**src/rtl/id_ex_stage_if.sv**
```systemverilog
// Decode-to-execute bundle: id_* and the stall/flush controls flow into the stage.
// ex_*, the hazard outputs and the bubble counter flow back out.
interface id_ex_stage_if #(
    parameter int XLEN  = 64,
    parameter int CNT_W = 16
);
    logic             stall_i;
    logic             flush_i;

    logic             id_valid;
    logic [XLEN-1:0]  id_pc;
    logic [XLEN-1:0]  id_rs1_data;
    logic [XLEN-1:0]  id_rs2_data;
    logic [XLEN-1:0]  id_imm;
    logic [4:0]       id_rs1;
    logic [4:0]       id_rs2;
    logic [4:0]       id_rd;
    logic [3:0]       id_funct;
    logic             id_alusrc;
    logic             id_memtoreg;
    logic             id_regwrite;
    logic             id_memread;
    logic             id_memwrite;
    logic             id_branch;
    logic [2:0]       id_aluop;

    logic             ex_valid;
    logic [XLEN-1:0]  ex_pc;
    logic [XLEN-1:0]  ex_rs1_data;
    logic [XLEN-1:0]  ex_rs2_data;
    logic [XLEN-1:0]  ex_imm;
    logic [4:0]       ex_rs1;
    logic [4:0]       ex_rs2;
    logic [4:0]       ex_rd;
    logic [3:0]       ex_funct;
    logic             ex_alusrc;
    logic             ex_memtoreg;
    logic             ex_regwrite;
    logic             ex_memread;
    logic             ex_memwrite;
    logic             ex_branch;
    logic [2:0]       ex_aluop;

    logic             hazard;
    logic             pc_write;
    logic             ifid_write;
    logic [CNT_W-1:0] bubble_count;

    modport master (
        output stall_i, flush_i,
        output id_valid, id_pc, id_rs1_data, id_rs2_data, id_imm,
        output id_rs1, id_rs2, id_rd, id_funct,
        output id_alusrc, id_memtoreg, id_regwrite, id_memread, id_memwrite, id_branch, id_aluop,
        input  ex_valid, ex_pc, ex_rs1_data, ex_rs2_data, ex_imm,
        input  ex_rs1, ex_rs2, ex_rd, ex_funct,
        input  ex_alusrc, ex_memtoreg, ex_regwrite, ex_memread, ex_memwrite, ex_branch, ex_aluop,
        input  hazard, pc_write, ifid_write, bubble_count
    );

    modport slave (
        input  stall_i, flush_i,
        input  id_valid, id_pc, id_rs1_data, id_rs2_data, id_imm,
        input  id_rs1, id_rs2, id_rd, id_funct,
        input  id_alusrc, id_memtoreg, id_regwrite, id_memread, id_memwrite, id_branch, id_aluop,
        output ex_valid, ex_pc, ex_rs1_data, ex_rs2_data, ex_imm,
        output ex_rs1, ex_rs2, ex_rd, ex_funct,
        output ex_alusrc, ex_memtoreg, ex_regwrite, ex_memread, ex_memwrite, ex_branch, ex_aluop,
        output hazard, pc_write, ifid_write, bubble_count
    );
endinterface

```
**src/rtl/id_ex_stage.sv**
```systemverilog
// ID/EX pipeline register of the RV64 core with the load-use hazard detector
// and a saturating counter of inserted load-use bubbles.
module id_ex_stage #(
    parameter int XLEN  = 64,
    parameter int CNT_W = 16
) (
    input  logic         clk,
    input  logic         rst,
    id_ex_stage_if.slave bus
);

    typedef struct packed {
        logic            valid;
        logic [XLEN-1:0] pc;
        logic [XLEN-1:0] rs1_data;
        logic [XLEN-1:0] rs2_data;
        logic [XLEN-1:0] imm;
        logic [4:0]      rs1;
        logic [4:0]      rs2;
        logic [4:0]      rd;
        logic [3:0]      funct;
        logic            alusrc;
        logic            memtoreg;
        logic            regwrite;
        logic            memread;
        logic            memwrite;
        logic            branch;
        logic [2:0]      aluop;
    } ex_slot_t;

    ex_slot_t         ex_q, ex_d, id_s;
    logic [CNT_W-1:0] cnt_q, cnt_d;
    logic             hazard_w;
    logic             rd_match_w;

    function automatic logic [CNT_W-1:0] sat_inc(input logic [CNT_W-1:0] v);
        return (&v) ? v : v + {{(CNT_W-1){1'b0}}, 1'b1};
    endfunction

    // rs2 is compared for every opcode; a false stall on I-type/loads is harmless.
    assign rd_match_w = (ex_q.rd == bus.id_rs1) || (ex_q.rd == bus.id_rs2);
    assign hazard_w   = !rst && ex_q.valid && ex_q.memread && (ex_q.rd != 5'd0)
                        && bus.id_valid && rd_match_w;

    assign bus.hazard     = hazard_w;
    assign bus.pc_write   = !(hazard_w || bus.stall_i);
    assign bus.ifid_write = !(hazard_w || bus.stall_i);

    always_comb begin
        id_s          = '0;
        id_s.valid    = bus.id_valid;
        id_s.pc       = bus.id_pc;
        id_s.rs1_data = bus.id_rs1_data;
        id_s.rs2_data = bus.id_rs2_data;
        id_s.imm      = bus.id_imm;
        id_s.rs1      = bus.id_rs1;
        id_s.rs2      = bus.id_rs2;
        id_s.rd       = bus.id_rd;
        id_s.funct    = bus.id_funct;
        // An empty decode slot must never leak control bits into EX.
        if (bus.id_valid) begin
            id_s.alusrc   = bus.id_alusrc;
            id_s.memtoreg = bus.id_memtoreg;
            id_s.regwrite = bus.id_regwrite;
            id_s.memread  = bus.id_memread;
            id_s.memwrite = bus.id_memwrite;
            id_s.branch   = bus.id_branch;
            id_s.aluop    = bus.id_aluop;
        end
    end

    // Priority below reset: stall holds everything, then flush, then load-use bubble.
    always_comb begin
        ex_d  = ex_q;
        cnt_d = cnt_q;
        if (!bus.stall_i) begin
            if (bus.flush_i) begin
                ex_d = '0;
            end else if (hazard_w) begin
                ex_d  = '0;
                cnt_d = sat_inc(cnt_q);
            end else begin
                ex_d = id_s;
            end
        end
    end

    always_ff @(posedge clk) begin
        if (rst) begin
            ex_q  <= '0;
            cnt_q <= '0;
        end else begin
            ex_q  <= ex_d;
            cnt_q <= cnt_d;
        end
    end

    assign bus.ex_valid     = ex_q.valid;
    assign bus.ex_pc        = ex_q.pc;
    assign bus.ex_rs1_data  = ex_q.rs1_data;
    assign bus.ex_rs2_data  = ex_q.rs2_data;
    assign bus.ex_imm       = ex_q.imm;
    assign bus.ex_rs1       = ex_q.rs1;
    assign bus.ex_rs2       = ex_q.rs2;
    assign bus.ex_rd        = ex_q.rd;
    assign bus.ex_funct     = ex_q.funct;
    assign bus.ex_alusrc    = ex_q.alusrc;
    assign bus.ex_memtoreg  = ex_q.memtoreg;
    assign bus.ex_regwrite  = ex_q.regwrite;
    assign bus.ex_memread   = ex_q.memread;
    assign bus.ex_memwrite  = ex_q.memwrite;
    assign bus.ex_branch    = ex_q.branch;
    assign bus.ex_aluop     = ex_q.aluop;
    assign bus.bubble_count = cnt_q;

endmodule
```
**src/flat_wrapper.sv**
```systemverilog
// flat-port wrapper written by rule: the top's interface ports become plain ports
module id_ex_stage_flat 
#(
    parameter int XLEN  = 64,
    parameter int CNT_W = 16
)
  (clk, rst, bus_stall_i, bus_flush_i, bus_id_valid, bus_id_pc, bus_id_rs1_data, bus_id_rs2_data, bus_id_imm, bus_id_rs1, bus_id_rs2, bus_id_rd, bus_id_funct, bus_id_alusrc, bus_id_memtoreg, bus_id_regwrite, bus_id_memread, bus_id_memwrite, bus_id_branch, bus_id_aluop, bus_ex_valid, bus_ex_pc, bus_ex_rs1_data, bus_ex_rs2_data, bus_ex_imm, bus_ex_rs1, bus_ex_rs2, bus_ex_rd, bus_ex_funct, bus_ex_alusrc, bus_ex_memtoreg, bus_ex_regwrite, bus_ex_memread, bus_ex_memwrite, bus_ex_branch, bus_ex_aluop, bus_hazard, bus_pc_write, bus_ifid_write, bus_bubble_count);
  id_ex_stage_if #(.XLEN(XLEN), .CNT_W(CNT_W)) bus_i ();
  input  logic clk;
  input  logic rst;
  input wire logic [$bits(bus_i.stall_i)-1:0] bus_stall_i;
  input wire logic [$bits(bus_i.flush_i)-1:0] bus_flush_i;
  input wire logic [$bits(bus_i.id_valid)-1:0] bus_id_valid;
  input wire logic [$bits(bus_i.id_pc)-1:0] bus_id_pc;
  input wire logic [$bits(bus_i.id_rs1_data)-1:0] bus_id_rs1_data;
  input wire logic [$bits(bus_i.id_rs2_data)-1:0] bus_id_rs2_data;
  input wire logic [$bits(bus_i.id_imm)-1:0] bus_id_imm;
  input wire logic [$bits(bus_i.id_rs1)-1:0] bus_id_rs1;
  input wire logic [$bits(bus_i.id_rs2)-1:0] bus_id_rs2;
  input wire logic [$bits(bus_i.id_rd)-1:0] bus_id_rd;
  input wire logic [$bits(bus_i.id_funct)-1:0] bus_id_funct;
  input wire logic [$bits(bus_i.id_alusrc)-1:0] bus_id_alusrc;
  input wire logic [$bits(bus_i.id_memtoreg)-1:0] bus_id_memtoreg;
  input wire logic [$bits(bus_i.id_regwrite)-1:0] bus_id_regwrite;
  input wire logic [$bits(bus_i.id_memread)-1:0] bus_id_memread;
  input wire logic [$bits(bus_i.id_memwrite)-1:0] bus_id_memwrite;
  input wire logic [$bits(bus_i.id_branch)-1:0] bus_id_branch;
  input wire logic [$bits(bus_i.id_aluop)-1:0] bus_id_aluop;
  output wire logic [$bits(bus_i.ex_valid)-1:0] bus_ex_valid;
  output wire logic [$bits(bus_i.ex_pc)-1:0] bus_ex_pc;
  output wire logic [$bits(bus_i.ex_rs1_data)-1:0] bus_ex_rs1_data;
  output wire logic [$bits(bus_i.ex_rs2_data)-1:0] bus_ex_rs2_data;
  output wire logic [$bits(bus_i.ex_imm)-1:0] bus_ex_imm;
  output wire logic [$bits(bus_i.ex_rs1)-1:0] bus_ex_rs1;
  output wire logic [$bits(bus_i.ex_rs2)-1:0] bus_ex_rs2;
  output wire logic [$bits(bus_i.ex_rd)-1:0] bus_ex_rd;
  output wire logic [$bits(bus_i.ex_funct)-1:0] bus_ex_funct;
  output wire logic [$bits(bus_i.ex_alusrc)-1:0] bus_ex_alusrc;
  output wire logic [$bits(bus_i.ex_memtoreg)-1:0] bus_ex_memtoreg;
  output wire logic [$bits(bus_i.ex_regwrite)-1:0] bus_ex_regwrite;
  output wire logic [$bits(bus_i.ex_memread)-1:0] bus_ex_memread;
  output wire logic [$bits(bus_i.ex_memwrite)-1:0] bus_ex_memwrite;
  output wire logic [$bits(bus_i.ex_branch)-1:0] bus_ex_branch;
  output wire logic [$bits(bus_i.ex_aluop)-1:0] bus_ex_aluop;
  output wire logic [$bits(bus_i.hazard)-1:0] bus_hazard;
  output wire logic [$bits(bus_i.pc_write)-1:0] bus_pc_write;
  output wire logic [$bits(bus_i.ifid_write)-1:0] bus_ifid_write;
  output wire logic [$bits(bus_i.bubble_count)-1:0] bus_bubble_count;
  assign bus_i.stall_i = bus_stall_i;
  assign bus_i.flush_i = bus_flush_i;
  assign bus_i.id_valid = bus_id_valid;
  assign bus_i.id_pc = bus_id_pc;
  assign bus_i.id_rs1_data = bus_id_rs1_data;
  assign bus_i.id_rs2_data = bus_id_rs2_data;
  assign bus_i.id_imm = bus_id_imm;
  assign bus_i.id_rs1 = bus_id_rs1;
  assign bus_i.id_rs2 = bus_id_rs2;
  assign bus_i.id_rd = bus_id_rd;
  assign bus_i.id_funct = bus_id_funct;
  assign bus_i.id_alusrc = bus_id_alusrc;
  assign bus_i.id_memtoreg = bus_id_memtoreg;
  assign bus_i.id_regwrite = bus_id_regwrite;
  assign bus_i.id_memread = bus_id_memread;
  assign bus_i.id_memwrite = bus_id_memwrite;
  assign bus_i.id_branch = bus_id_branch;
  assign bus_i.id_aluop = bus_id_aluop;
  assign bus_ex_valid = bus_i.ex_valid;
  assign bus_ex_pc = bus_i.ex_pc;
  assign bus_ex_rs1_data = bus_i.ex_rs1_data;
  assign bus_ex_rs2_data = bus_i.ex_rs2_data;
  assign bus_ex_imm = bus_i.ex_imm;
  assign bus_ex_rs1 = bus_i.ex_rs1;
  assign bus_ex_rs2 = bus_i.ex_rs2;
  assign bus_ex_rd = bus_i.ex_rd;
  assign bus_ex_funct = bus_i.ex_funct;
  assign bus_ex_alusrc = bus_i.ex_alusrc;
  assign bus_ex_memtoreg = bus_i.ex_memtoreg;
  assign bus_ex_regwrite = bus_i.ex_regwrite;
  assign bus_ex_memread = bus_i.ex_memread;
  assign bus_ex_memwrite = bus_i.ex_memwrite;
  assign bus_ex_branch = bus_i.ex_branch;
  assign bus_ex_aluop = bus_i.ex_aluop;
  assign bus_hazard = bus_i.hazard;
  assign bus_pc_write = bus_i.pc_write;
  assign bus_ifid_write = bus_i.ifid_write;
  assign bus_bubble_count = bus_i.bubble_count;
  id_ex_stage #(.XLEN(XLEN), .CNT_W(CNT_W)) u_core (.clk(clk), .rst(rst), .bus(bus_i));
endmodule
```
**config.mk**
```make
export PLATFORM = sky130hd
export DESIGN_NAME = id_ex_stage_flat
export DESIGN_NICKNAME = d
export VERILOG_FILES = /design/src/rtl/id_ex_stage_if.sv /design/src/rtl/id_ex_stage.sv /design/src/flat_wrapper.sv
export SDC_FILE = /design/constraint.sdc
export NUM_CORES = 1
export LEC_CHECK = 0
export BUFFER_PORTS_ARGS = -buffer_cell sky130_fd_sc_hd__buf_2
export CAP_MARGIN = 20
export CORE_AREA = 8 8 224 226
export CTS_CLUSTER_SIZE = 14
export DETAILED_ROUTE_END_ITERATION = 10
export DIE_AREA = 0 0 232 234
export SKIP_LAST_GASP = 1
export SLEW_MARGIN = 30
export SYNTH_ARGS = -nofsm -noshare
export SYNTH_HDL_FRONTEND = slang
export SYNTH_SLANG_ARGS = --single-unit
```
**constraint.sdc**
```tcl
create_clock -name clk -period 3.2 [get_ports clk]
set_input_delay 0.96 -clock clk [delete_from_list [all_inputs] [get_ports clk]]
set_output_delay 0.96 -clock clk [all_outputs]
set_load 0.03 [all_outputs]
```
==> results.json, run 1 <==
{
  "synth_edf_count": 0,
  "cts-root-buf": "clkbuf_16",
  "clk-insertion-delay-late_ns": 0.56,
  "rsz0062_at_grt": "false",
  "power.density_mw_per_mm2": 609,
  "finalSetupViolations": 0,
  "arrival_ns": 2.16,
  "place.gp.congestion": 0.820,
  "area_growth_pct": 51.9,
  "fmax_ghz": 0.320,
  "skew_ns": 0.0112,
  "rr_endpoint": "u_core.bus.ex_imm[10]$_SDFFE_PP0N_",
  "min_from": "u_core.bus.ex_aluop[0]$_SDFFE_PP0N_",
  "required_ns": 2.24,
  "reg2reg_from": "u_core.bus.ex_rd[1]$_SDFFE_PP0N_",
  "drive_above_1_share_pct": 50.3,
  "crit_path_end_kind": "output port",
  "drtIter0Drc": 413,
  "portBuffers": 592,
  "io-pin-count": 593,
  "critPathKind": "flop to output port",
  "synth.distinct_cells": 31,
  "die_h_um": 234,
  "startpoint_type": "flop",
  "antenna_found_initial": 2,
  "firstDrtPassIters": 4,
  "hold_class": "flop to flop",
  "dp_hpwl_um": 27500,
  "clock-sinks": 301,
  "totalWireLength_um": 35700,
  "clkTransAtPathRegs_ns": 0.06,
  "nets": 1638,
  "coreArea_mm2": 0.0468,
  "clk_path_buf_depth": 3,
  "synth_ff_type": "dfxtp_1",
  "vias": 8720,
  "rrSetupSlack_ns": 0.57,
  "setup-tns-final_ns": 0,
  "cp_cell_sequence": "or4_4 -> o2111a_1 -> and2_4 -> nor2_4 -> buf_6",
  "fin_util_pct": 30.8,
  "drc_errors": 0,
  "postSynthAreaPerCell_um2": 12.5,
  "die-area_mm2": 0.0543,
  "relSlewSlack_pct": 55.7,
  "die_w_um": 232,
  "cts_tree": "yes",
  "postSynth.asyncResetShare_pct": 0,
  "reg2reg_depth": 7,
  "critPathLaunch": "u_core.bus.ex_rd[1]$_SDFFE_PP0N_",
  "path_depth": 5,
  "initial_core_util_pct": 20.3,
  "status": "finished clean",
  "grt_first_pass_wirelength_um": 52400,
  "antenna_left": 0,
  "timing_hold_violations_final": 0,
  "cp_top_family": "simple AND/OR/NAND/NOR gates",
  "endpoint": "bus_ifid_write",
  "postSynthCellCount": 762,
  "p_leak_nw": 7.13,
  "cpPeakStageDelay_ns": 0.55,
  "cts_made_buffers": 31,
  "synth-warning-count": 0,
  "slew_viol_final": 0,
  "htreeDepth": 1,
  "min_period_over_period_pct": 97.6,
  "tightest_slew_ns": 0.664,
  "synth_area_mm2": 0.00951,
  "period_minus_slack_ns": 3.12,
  "ys_ff_latch": 301,
  "placementRows": 80,
  "grt_overflow": 0,
  "ir_worst_vdd_uv": 494,
  "via_per_inst": 4.38,
  "cpMaxStageDelayCell": "or4_4",
  "path_buf_inv": 1,
  "yosysSeqAreaShare_pct": 63.4,
  "synthesis.nets": 1052,
  "maxCapViolations": 0,
  "grt_max_degree": 120,
  "wl_per_cell_um": 18.0,
  "cp_max_fo": 2,
  "grt_pass1_vias": 9021,
  "grt_util_all_layers_pct": 11.9
}
==> registers in the layout, summed over array words and instances (netlist names), 4 cells and up <==
register and cells:
u_core.bus.ex_rs1_data 64, u_core.bus.bubble_count 16, u_core.bus.ex_rs2 5, u_core.bus.ex_imm 64, u_core.bus.ex_rs1 5, u_core.bus.ex_funct 4
u_core.bus.ex_pc 64, u_core.bus.ex_rs2_data 64, u_core.bus.ex_rd 5
==> Yosys cell counts, drive strengths merged (2+ instances only) <==
cell,n,area [µm²]
dfxtp,301,6030
a22o,284,2490
clkbuf,40,150
buf,30,153
a21oi,12,60.1
nand3,11,55.1
xnor2,10,87.6
nand2,8,30.0
o21ai,8,40.0
nand4,7,43.8
nor2,7,26.3
nor2b,6,37.5
or3,6,37.5
o31ai,5,37.5
or4,5,37.5
and3,3,18.8
mux2,3,33.8
nor3,3,15.0
and2,2,12.5
==> layer usage <==
layer / up-vias / global-route usage [%] / part of all wire [%] / wire (µm)
met5: - / 0 / 0.034 / 12
met4: 2 / 4.70 / 2.9 / 1050
met3: 53 / 4.15 / 9.9 / 3550
met2: 411 / 20.0 / 48 / 17200
met1: 4141 / 13.7 / 39 / 13900
li1: 4113 / - / - / -
==> kinds of logic after synthesis <==
kind of cell,Yosys count,synth area share [%]
AND/OR/NAND/NOR,60,3.47
XOR/XNOR,10,0.921
adder cells (fa/ha/maj),1,0.132
AO/OA/AOI/OAI,317,28.6
multiplexers,3,0.355
flip-flops,301,63.4
buffers and inverters,70,3.18
==> placed cells by master, fill, tap and decap left out, drive strengths merged, types with 2 or more instances in the layout <==
cell    Yosys  layout
a21oi      12      12
a22o      284     284
and2        2       2
and3        3       3
buf        30     623
bufinv      0       5
clkbuf     40      46
clkinv      0       4
dfxtp     301     301
diode       0       2
mux2        3       3
nand2       8       8
nand3      11      11
nand4       7       7
nor2        7       7
nor2b       6       6
nor3        3       3
o21ai       8       8
o31ai       5       5
or3         6       6
or4         5       5
xnor2      10      10
==> worst min path at each step <==
| stage | cells past startpoint | slack, ns | to |
|---|---|---|---|
| after global routing | 1 | 0.49 | u_core.bus.ex_rs1_data[63]$_SDFFE_PP0N_ |
| after CTS | 1 | 0.48 | u_core.bus.ex_aluop[0]$_SDFFE_PP0N_ |
| after global placement | 1 | 0.46 | u_core.bus.ex_imm[29]$_SDFFE_PP0N_ |
| after detailed placement | 1 | 0.46 | u_core.bus.ex_rs1_data[54]$_SDFFE_PP0N_ |
| final | 1 | 0.47 | u_core.bus.ex_aluop[0]$_SDFFE_PP0N_ |
| after floorplan | 2 | 0.62 | u_core.bus.bubble_count[10]$_SDFFE_PP0P_ |
==> what timing repair did <==
action                     in CTS  in global routing
pin swaps                       2                  0
setup buffers                   1                  0
gates cloned                    0                  0
hold buffers                    0                  0
setup endpoints to repair       3                  3
resized for setup               9                  1
==> metrics by stage <==
step / power, mW / cells / hold slack [ns] / area, µm² / setup slack, ns
3_5_place_dp: 4.98 / 1929 / 0.458 / 13300 / 0.0442
3_3_place_gp: 4.97 / 1929 / 0.456 / 13300 / 0.0557
4_1_cts: 8.90 / 1987 / 0.477 / 14400 / 0.0146
6_report: 8.80 / 1989 / 0.470 / 14400 / 0.0752
5_1_grt: 9.12 / 1988 / 0.488 / 14400 / 0.0231
2_1_floorplan: 4.54 / 762 / 0.621 / 9520 / 0.114
==> power by group <==
group	leakage [nW]	internal, mW	switching, mW
combinational	4.11	0.354	0.578
sequential	2.46	3.89	0.0788
clock	0.557	2.43	1.47
==> cell type report <==
class | count | area [µm²]
Clock inverter | 11 | 186
Multi-Input combinational cell | 391 | 3210
Fill cell | 4785 | 32400
Tap cell | 615 | 769
Clock buffer | 46 | 942
Timing Repair Buffer | 623 | 3300
Antenna cell | 2 | 5.00
Sequential cell | 301 | 6030
No activity file was read; power rests on OpenSTA's default activity.
==> run 2: changes to the inputs <==
CORE_AREA = 2 2 231 233   (was 8 8 224 226)
DIE_AREA = 0 0 233 235   (was 0 0 232 234)
PLACE_DENSITY = 0.43   (was unset)
==> run 2 against run 1 <==
Non-clock buffer count stayed put. Highest routed layer unchanged. Design area is 1.5% higher. Sequential share of layout area is 0.61 points lower.
==> results.json, run 2 (synthesized netlist as in run 1, its figures left out) <==
{
  "status": "finished clean",
  "final_cell_mix": "590 x buf_2, 299 x dfxtp_1, 284 x a22o_1",
  "cp_cell_sequence": "or4_4 -> o2111a_1 -> and2_4 -> nor2_4 -> buf_6",
  "htreeDepth": 2,
  "drive_above_1_share_pct": 50.4,
  "ir_worst_vdd_uv": 314,
  "cpPeakStageDelay_ns": 0.57,
  "initial_core_util_pct": 18.2,
  "power.density_mw_per_mm2": 621,
  "grt_max_degree": 89,
  "slew_viol_final": 0,
  "area_growth_pct": 54.1,
  "io-pin-count": 593,
  "arrival_ns": 2.14,
  "p_leak_nw": 7.18,
  "skew_ns": 0.0156,
  "place.gp.congestion": 0.777,
  "via_per_inst": 4.11,
  "drtIter0Drc": 337,
  "grt_overflow": 0,
  "tightest_slew_ns": 0.445,
  "path_buf_inv": 1,
  "clock-sinks": 301,
  "crit_path_end_kind": "output port",
  "fillers": 5511,
  "cts_tree": "yes",
  "cpMaxStageDelayCell": "or4_4",
  "setup_slack_ns": 0.0960,
  "multi_input_area_mm2": 0.00321,
  "timing_hold_violations_final": 0,
  "dp_hpwl_um": 25400,
  "timing.hold.ws_ns": 0.468,
  "cp_max_fo": 3,
  "die_w_um": 233,
  "startpoint_type": "flop",
  "antenna_found_initial": 4,
  "dp_worst_setup_slack_ns": 0.123,
  "cp_top_family": "simple AND/OR/NAND/NOR gates",
  "grt_first_pass_wirelength_um": 50700,
  "clk_path_buf_depth": 3,
  "antenna_left": 0,
  "grt_pass1_vias": 8399,
  "fmax_ghz": 0.322,
  "portBuffers": 592,
  "critPathKind": "flop to output port",
  "vias": 8518,
  "cts_hold_buf": 0,
  "maxCapViolations": 0,
  "rsz0062_at_grt": "false",
  "clkTransAtPathRegs_ns": 0.05,
  "wl_per_cell_um": 16.8,
  "ff_latch_area_mm2": 0.00603,
  "required_ns": 2.24,
  "fin_area_mm2": 0.0147,
  "nets": 1644,
  "firstDrtPassIters": 4,
  "die-area_mm2": 0.0548,
  "min_period_over_period_pct": 97.0,
  "totalWireLength_um": 34800,
  "grt_util_all_layers_pct": 11.9,
  "cts_made_buffers": 37,
  "dpl-instance-area_mm2": 0.0134,
  "setup-tns-final_ns": 0,
  "finalSetupViolations": 0,
  "hold_class": "flop to flop",
  "final_common_cell": "buf_2",
  "coreArea_mm2": 0.0522,
  "drc_errors": 0,
  "relSlewSlack_pct": 70.4,
  "cts-root-buf": "clkbuf_16",
  "clk-insertion-delay-late_ns": 0.54,
  "placementRows": 84,
  "die_h_um": 235,
  "period_minus_slack_ns": 3.10
}
## run 2: cell count changes in the layout (fill, tap and decap cells not counted), sizes merged
cell	previous run	this run
clkbuf	46	55
bufinv	5	1
inv	1	3
clkinv	4	5
## run 2: routing by layer
| layer | part of all wire, % | global-route usage, % | vias to the layer above |
|---|---|---|---|
| li1 | - | - | 4128 |
| met1 | 41 | 13.7 | 3941 |
| met2 | 47 | 20.1 | 396 |
| met3 | 9.4 | 4.44 | 51 |
| met4 | 2.5 | 4.09 | 2 |
| met5 | 0.035 | 0 | - |
## run 2: repair_timing
action / in CTS / in global routing
setup buffers: 0 / 1
cloned: 0 / 0
setup endpoints to repair: 3 / 2
pin swaps: 1 / 2
gates resized for setup: 5 / 4
## run 2: worst paths after layout
path / end / from / depth (start not counted) / slack (ns)
max reg2reg: u_core.bus.ex_rs2_data[36]$_SDFFE_PP0N_ / u_core.bus.ex_rd[1]$_SDFFE_PP0N_ / 7 / 0.55
max: bus_ifid_write / u_core.bus.ex_rd[1]$_SDFFE_PP0N_ / 5 / 0.1
min reg2reg: u_core.bus.ex_imm[41]$_SDFFE_PP0N_ / u_core.bus.ex_imm[41]$_SDFFE_PP0N_ / 1 / 0.47
min: u_core.bus.ex_imm[41]$_SDFFE_PP0N_ / u_core.bus.ex_imm[41]$_SDFFE_PP0N_ / 1 / 0.47
## run 2: area by class of cell
type                            count  share of cell area (%)
Antenna cell                        2                  0.0341
Clock buffer                       55                    7.82
Clock inverter                     10                   0.606
Multi-Input combinational cell    391                    21.9
Sequential cell                   301                    41.1
Tap cell                          688                    5.87
Timing Repair Buffer              623                    22.7
## run 2: report_power, final
| group | switching [mW] | internal (mW) | leakage (nW) |
|---|---|---|---|
| clock | 1.65 | 2.56 | 0.613 |
| combinational | 0.574 | 0.357 | 4.11 |
| sequential | 0.0760 | 3.89 | 2.46 |
## run 2: worst reg2reg max path, stage by stage (launching register included)
cell and delay, ns:
dfxtp_4 0.35, or4_4 0.57, o2111a_1 0.29, buf_4 0.18, a2111oi_4 0.46, buf_4 0.31, buf_12 0.25, a22o_1 0.19
## run 2: metrics by stage
stage                     power, mW  util (%)  std cells
after floorplan                4.54         -        762
after global placement         4.98      25.6       2002
after detailed placement       4.98      25.6       2002
after CTS                      9.26      28.0       2067
after global routing           9.49      28.1       2070
final                          9.10      28.1       2070
